===== src/rtl/ram_pkg.sv =====
// Shared constants and types for the 7x17 register RAM controller.
package ram_pkg;

  localparam int ADDR_W = 3;
  localparam int DATA_W = 17;
  localparam int DEPTH  = 7;

  localparam logic [ADDR_W-1:0] ADDR_ILLEGAL = 3'd7;
  localparam logic [ADDR_W-1:0] LAST_IDX     = ADDR_W'(DEPTH - 1);

  typedef enum logic {ST_INIT = 1'b0, ST_RUN = 1'b1} state_e;
  typedef enum logic {REQ_A = 1'b0, REQ_B = 1'b1} req_id_e;

  function automatic logic addr_legal(input logic [ADDR_W-1:0] addr);
    return addr < ADDR_W'(DEPTH);
  endfunction

endpackage


===== src/rtl/ram_7x17_ctrl_if.sv =====
// Write-request, read-forwarding and RAM-side signals of the 7x17 RAM controller.
interface ram_7x17_ctrl_if;
  import ram_pkg::*;

  logic              a_valid, a_ready;
  logic [ADDR_W-1:0] a_addr;
  logic [DATA_W-1:0] a_data;
  logic              b_valid, b_ready;
  logic [ADDR_W-1:0] b_addr;
  logic [DATA_W-1:0] b_data;
  logic [ADDR_W-1:0] ra1, ra2;
  logic [DATA_W-1:0] ram_rd1, ram_rd2;
  logic [ADDR_W-1:0] ram_wr;
  logic [DATA_W-1:0] ram_wrd;
  logic              ram_we;
  logic [DATA_W-1:0] rd1, rd2;
  logic              init_done;
  logic              err_addr;

  modport master (
    output a_valid, a_addr, a_data, b_valid, b_addr, b_data, ra1, ra2, ram_rd1, ram_rd2,
    input  a_ready, b_ready, ram_wr, ram_wrd, ram_we, rd1, rd2, init_done, err_addr
  );

  modport slave (
    input  a_valid, a_addr, a_data, b_valid, b_addr, b_data, ra1, ra2, ram_rd1, ram_rd2,
    output a_ready, b_ready, ram_wr, ram_wrd, ram_we, rd1, rd2, init_done, err_addr
  );

endinterface


===== src/rtl/rr_arb2.sv =====
// Two-way round-robin arbiter with zero-latency grant; pointer flips to the loser after a grant.
module rr_arb2
  import ram_pkg::*;
(
  input  logic       clk,
  input  logic       rst_n,
  input  logic [1:0] req_i,
  output logic [1:0] gnt_o
);

  req_id_e ptr_q, ptr_d;

  // NOTE: every output of a combinational block gets a default first so no latch is inferred.
  always_comb begin
    gnt_o = req_i;
    ptr_d = ptr_q;
    if (req_i == 2'b11) gnt_o = (ptr_q == REQ_A) ? 2'b01 : 2'b10;
    if (gnt_o[0])      ptr_d = REQ_B;
    else if (gnt_o[1]) ptr_d = REQ_A;
  end

  // NOTE: state registers use non-blocking assignments so all flops update together.
  always_ff @(posedge clk or negedge rst_n) begin
    if (!rst_n) ptr_q <= REQ_A;
    else        ptr_q <= ptr_d;
  end

endmodule


===== src/rtl/ram_7x17_ctrl.sv =====
// Clears the 7x17 RAM after reset, then arbitrates its write port between A and B and forwards writes to reads.
module ram_7x17_ctrl
  import ram_pkg::*;
(
  input logic           clk,
  input logic           rst_n,
  ram_7x17_ctrl_if.slave bus
);

  state_e            state_q, state_d;
  logic [ADDR_W-1:0] idx_q, idx_d;
  logic [ADDR_W-1:0] wr_addr_q, wr_addr;
  logic [DATA_W-1:0] wr_data_q, wr_data;
  logic              err_q, err_d;
  logic              we;
  logic [1:0]        req, gnt;
  logic [ADDR_W-1:0] gnt_addr;
  logic [DATA_W-1:0] gnt_data;

  // Requests are masked while clearing or in reset, so ready can never rise then.
  assign req = (state_q == ST_RUN && rst_n) ? {bus.b_valid, bus.a_valid} : 2'b00;

  rr_arb2 u_arb (
    .clk   (clk),
    .rst_n (rst_n),
    .req_i (req),
    .gnt_o (gnt)
  );

  assign gnt_addr = gnt[1] ? bus.b_addr : bus.a_addr;
  assign gnt_data = gnt[1] ? bus.b_data : bus.a_data;

  always_comb begin
    state_d = state_q;
    idx_d   = idx_q;
    we      = 1'b0;
    wr_addr = wr_addr_q;
    wr_data = wr_data_q;
    err_d   = 1'b0;
    case (state_q)
      ST_INIT: begin
        we      = 1'b1;
        wr_addr = idx_q;
        wr_data = '0;
        idx_d   = idx_q + 1'b1;
        if (idx_q == LAST_IDX) begin
          state_d = ST_RUN;
          idx_d   = '0;
        end
      end
      ST_RUN: begin
        if (|gnt) begin
          if (addr_legal(gnt_addr)) begin
            we      = 1'b1;
            wr_addr = gnt_addr;
            wr_data = gnt_data;
          end else begin
            err_d = 1'b1;
          end
        end
      end
    endcase
    // The write strobe must drop the instant reset asserts, not at the next edge.
    if (!rst_n) we = 1'b0;
  end

  always_ff @(posedge clk or negedge rst_n) begin
    if (!rst_n) begin
      state_q   <= ST_INIT;
      idx_q     <= '0;
      wr_addr_q <= '0;
      wr_data_q <= '0;
      err_q     <= 1'b0;
    end else begin
      state_q   <= state_d;
      idx_q     <= idx_d;
      wr_addr_q <= wr_addr;
      wr_data_q <= wr_data;
      err_q     <= err_d;
    end
  end

  assign bus.a_ready   = gnt[0];
  assign bus.b_ready   = gnt[1];
  assign bus.ram_we    = we;
  assign bus.ram_wr    = wr_addr;
  assign bus.ram_wrd   = wr_data;
  assign bus.init_done = (state_q == ST_RUN);
  assign bus.err_addr  = err_q;
  assign bus.rd1       = (we && wr_addr == bus.ra1) ? wr_data : bus.ram_rd1;
  assign bus.rd2       = (we && wr_addr == bus.ra2) ? wr_data : bus.ram_rd2;

endmodule


===== src/flat_wrapper.sv =====
// flat-port wrapper written by rule: the top's interface ports become plain ports
module ram_7x17_ctrl_flat import ram_pkg::*;
  (clk, rst_n, bus_a_valid, bus_a_addr, bus_a_data, bus_b_valid, bus_b_addr, bus_b_data, bus_ra1, bus_ra2, bus_ram_rd1, bus_ram_rd2, bus_a_ready, bus_b_ready, bus_ram_wr, bus_ram_wrd, bus_ram_we, bus_rd1, bus_rd2, bus_init_done, bus_err_addr);
  ram_7x17_ctrl_if bus_i ();
  input logic clk;
  input logic rst_n;
  input wire logic [$bits(bus_i.a_valid)-1:0] bus_a_valid;
  input wire logic [$bits(bus_i.a_addr)-1:0] bus_a_addr;
  input wire logic [$bits(bus_i.a_data)-1:0] bus_a_data;
  input wire logic [$bits(bus_i.b_valid)-1:0] bus_b_valid;
  input wire logic [$bits(bus_i.b_addr)-1:0] bus_b_addr;
  input wire logic [$bits(bus_i.b_data)-1:0] bus_b_data;
  input wire logic [$bits(bus_i.ra1)-1:0] bus_ra1;
  input wire logic [$bits(bus_i.ra2)-1:0] bus_ra2;
  input wire logic [$bits(bus_i.ram_rd1)-1:0] bus_ram_rd1;
  input wire logic [$bits(bus_i.ram_rd2)-1:0] bus_ram_rd2;
  output wire logic [$bits(bus_i.a_ready)-1:0] bus_a_ready;
  output wire logic [$bits(bus_i.b_ready)-1:0] bus_b_ready;
  output wire logic [$bits(bus_i.ram_wr)-1:0] bus_ram_wr;
  output wire logic [$bits(bus_i.ram_wrd)-1:0] bus_ram_wrd;
  output wire logic [$bits(bus_i.ram_we)-1:0] bus_ram_we;
  output wire logic [$bits(bus_i.rd1)-1:0] bus_rd1;
  output wire logic [$bits(bus_i.rd2)-1:0] bus_rd2;
  output wire logic [$bits(bus_i.init_done)-1:0] bus_init_done;
  output wire logic [$bits(bus_i.err_addr)-1:0] bus_err_addr;
  assign bus_i.a_valid = bus_a_valid;
  assign bus_i.a_addr = bus_a_addr;
  assign bus_i.a_data = bus_a_data;
  assign bus_i.b_valid = bus_b_valid;
  assign bus_i.b_addr = bus_b_addr;
  assign bus_i.b_data = bus_b_data;
  assign bus_i.ra1 = bus_ra1;
  assign bus_i.ra2 = bus_ra2;
  assign bus_i.ram_rd1 = bus_ram_rd1;
  assign bus_i.ram_rd2 = bus_ram_rd2;
  assign bus_a_ready = bus_i.a_ready;
  assign bus_b_ready = bus_i.b_ready;
  assign bus_ram_wr = bus_i.ram_wr;
  assign bus_ram_wrd = bus_i.ram_wrd;
  assign bus_ram_we = bus_i.ram_we;
  assign bus_rd1 = bus_i.rd1;
  assign bus_rd2 = bus_i.rd2;
  assign bus_init_done = bus_i.init_done;
  assign bus_err_addr = bus_i.err_addr;
  ram_7x17_ctrl u_core (.clk(clk), .rst_n(rst_n), .bus(bus_i));
endmodule

===== config.mk =====
export PLATFORM = sky130hd
export DESIGN_NAME = ram_7x17_ctrl_flat
export DESIGN_NICKNAME = d
export VERILOG_FILES = /design/src/rtl/ram_pkg.sv /design/src/rtl/ram_7x17_ctrl_if.sv /design/src/rtl/rr_arb2.sv /design/src/rtl/ram_7x17_ctrl.sv /design/src/flat_wrapper.sv
export SDC_FILE = /design/constraint.sdc
export NUM_CORES = 1
export LEC_CHECK = 0
export CAP_MARGIN = 20
export CORE_MARGIN = 1
export CORE_UTILIZATION = 34
export CTS_BUF_LIST = sky130_fd_sc_hd__clkbuf_2
export CTS_CLUSTER_DIAMETER = 100
export DETAILED_ROUTE_END_ITERATION = 12
export PLACE_DENSITY = 0.8
export SLEW_MARGIN = 15
export SYNTH_ARGS = -nofsm -noshare
export SYNTH_HDL_FRONTEND = slang
export SYNTH_SLANG_ARGS = --single-unit

===== constraint.sdc =====
create_clock -name clk -period 3.55 [get_ports clk]
set_clock_uncertainty 0.2 [all_clocks]
set_input_delay 0.5325 -clock clk [delete_from_list [all_inputs] [get_ports clk]]
set_output_delay 0.5325 -clock clk [all_outputs]
set_load 0.01 [all_outputs]

==> reports/summary.txt <==
dpl ws: -0.7947 ns
Top delay family on crit path: buffers and inverters
Core ar.: 0.006026 mm^2
Crit-path slowest cell: dlygate4sd2_1
IO Count: 143
Rel. slew slack: 73.42%
Post-layout nets: 526
Hold Violations, Final: 0
Primary FF master, synth: dfrtp_1
maxcap violations: 0
Post-synth EDFFs: 0
Compound-Gate Fraction of Synth Area: 20.24%
DR vias/cell: 5.198
die area: 0.006686 mm^2
placer congestion estimate: 0.8927
gr ovfl total: 0
Worst-Skew Late Latency: 0.38 ns
design area: 0.004667 mm^2
Starting Density: 35.90%
final core occ: 77.45%
post-synthesis cell count: 221
WP data arrival: 3.04 ns
leading area contributor after synthesis: dfrtp_1
xor/xnor cell area share of the yosys netlist: 0.8097%
Unique masters post-synth: 58
Yosys top cell area share: 30.08%
DRC: 0
violated checks: negative setup slack
# hold bufs at CTS: 0
Post-Synth Adder-Cell Area: 0%
WS Path Type: in -> out
Initial DRT Pass Iterations: 4
via count: 2,682
drt wl/cell: 17.19 um
Pleak: 0.002222 uW
gr usage total: 25.12%
Tightest Pin Transition: 0.3987 ns
Max Fclk: 265.1 MHz
RSZ-0062 raised after global routing: true
initial antenna violation count: 0
synthesized net count: 305
worst-path cell chain: dlygate4sd2_1 -> a21bo_4 -> buf_4 -> o21ai_1 -> buf_4 -> and3_4 -> o41ai_4 -> nand4_1 -> buf_6 -> buf_6 -> mux2_4 -> buf_6
Post-Synth Simple-Gate Area: 17.06%
warning count from the yosys run: 0
Final ANT Viol Nets: 0
worst r2r path cells: 9
ant diodes: 0
status: finished, violations left
cell with the most instances after synthesis: dfrtp_1
total detailed-routing wirelength: 8869 um
largest family of logic cells by synthesized area: multiplexers
CTS buffer count: 3
syn_area_per_cell: 9.789 um^2
H-tree depth: 1
post-place instance area: 0.004121 mm^2
deepest clock path buffer count: 2
HP Class: in -> async
DRT iter0 DRCs: 185
Post-synth top cells: dfrtp_1, mux2_2, nor2_1, a211oi_1, mux2i_1
WP data required: 2.82 ns
Port Buf Inserts: 142
final worst setup slack: -0.2219 ns
mux contribution to synthesized area: 27.30%
flops & latches, synth: 26
die height: 81.77 um
Fillers: 356
Final Max Tran Viols: 0
CP endpoint kind: output pin
placed cell count: 493
reg2reg setup slack: 1.28 ns
min cycle time layout: 3.772 ns
Clock Root Buffer: clkbuf_2
critical path's most frequent cell: buf_6
HPWL Detailed: 6125 um
VDD IR-drop max: 0.0002370 V
power density over cell area: 278.4 mW/mm^2
reg-to-reg startpoint: u_core.u_arb.ptr_q
post-synthesis sequential area ratio: 30.08%
Critical Path Start Type: input pin
CTS Sinks: 26
Tcrit/Tclk final: 106.2%
# setup viols final: 34
Finished Layout Cells: 516
Max FO, Critical Path: 5
CTS clk-pin slew, worst paths: 0.27 ns
largest cells by area after synthesis: dfrtp_1, mux2_2, mux2i_1
CTS tree: done
die width: 81.77 um
Synth async-reset ratio: 100.0%
synth-to-layout area growth: 115.7%
first-pass GRT wire length: 12,740 um
share of post-route cells with drive strength above 1: 44.67%
Crit Reg-Reg Endpoint: u_core.wr_data_q[2]
Syn Std Cell Area: 0.002163 mm^2
number of global-route vias before repair: 2,705
Rows: 28
CP Depth: 12
Slowest Stage Delay on Critical Path: 0.32 ns
Worst Path Buf+Inv: 6
pin count of the biggest net entering global routing: 23
-- worst max path at each step --
stage | from | endpoint | slack, ns
after floorplan | bus_b_valid | bus_rd1[10] | 0.03
after global placement | bus_b_valid | bus_rd1[2] | -0.72
after detailed placement | bus_b_valid | bus_rd1[4] | -0.79
after CTS | u_core.bus.init_done | bus_rd1[8] | -0.30
after global routing | u_core.u_arb.ptr_q | bus_rd2[2] | -0.34
final | bus_b_valid | bus_rd2[2] | -0.22
-- sequential cells by signal, indices dropped and copies added, names as in the netlist --
register              cells
u_core.wr_data_q         17
u_core.idx_q              3
u_core.u_arb.ptr_q        1
u_core.wr_addr_q          3
u_core.bus.init_done      1
u_core.bus.err_addr       1
-- per-layer routing --
layer	vias to the layer above	wire [um]	share of wire (%)	global-route usage (%)
met3	12	496	5.6	5.444
met2	117	4852	55	43.88
li1	1272	-	-	-
met5	-	0	0	0
met4	0	107	1.2	10.00
met1	1281	3413	38	29.65
-- through the flow --
stage	hold WS, ns	power (uW)	TNS, ns
after detailed placement	0.3199	1030	-27.90
after CTS	0.08200	1253	-8.669
after global placement	0.3224	1014	-26.29
after floorplan	0.03691	609.1	0
final	0.1079	1299	-6.301
after global routing	0.1222	1360	-10.07
-- power breakdown --
group          internal [uW]  leakage (uW)  total, uW  switching (uW)
sequential               347      0.000295        367            20.9
clock                   96.8     0.0000266        197             100
combinational            437       0.00190        735             298
-- layout by cell type, fill, tap and decap left out, types with 10 or more instances in the layout --
| cell | n |
|---|---|
| nor2_1 | 22 |
| mux2_2 | 13 |
| mux2i_1 | 17 |
| mux2_4 | 21 |
| buf_4 | 69 |
| a211oi_2 | 10 |
| dfrtp_1 | 24 |
| dlymetal6s2s_1 | 17 |
| buf_6 | 47 |
| nand2_1 | 10 |
| clkdlybuf4s50_1 | 82 |
-- area by class of cell --
class / instances / area (um^2) / area share (%)
Timing Repair Buffer: 230 / 2232 / 47.83
Multi-Input combinational cell: 175 / 1620 / 34.72
Sequential cell: 26 / 653.1 / 13.99
Tap cell: 75 / 93.84 / 2.011
Clock inverter: 1 / 30.03 / 0.6434
Inverter: 6 / 22.52 / 0.4826
Clock buffer: 3 / 15.01 / 0.3217
-- cell families after synthesis --
| kind of cell | Yosys count |
|---|---|
| AOI/OAI and AO/OA | 57 |
| xor gates and xnor gates | 2 |
| buffers and inverters | 20 |
| DFF | 26 |
| muxes | 51 |
| and+or+nand+nor | 65 |
-- what timing repair did --
action / in CTS / in global routing
setup endpoints to repair: 52 / 50
cloned: 2 / 0
resized for setup: 189 / 75
pin swaps: 9 / 12
buffers inserted: 16 / 1
(Power assumes the default switching activity.)
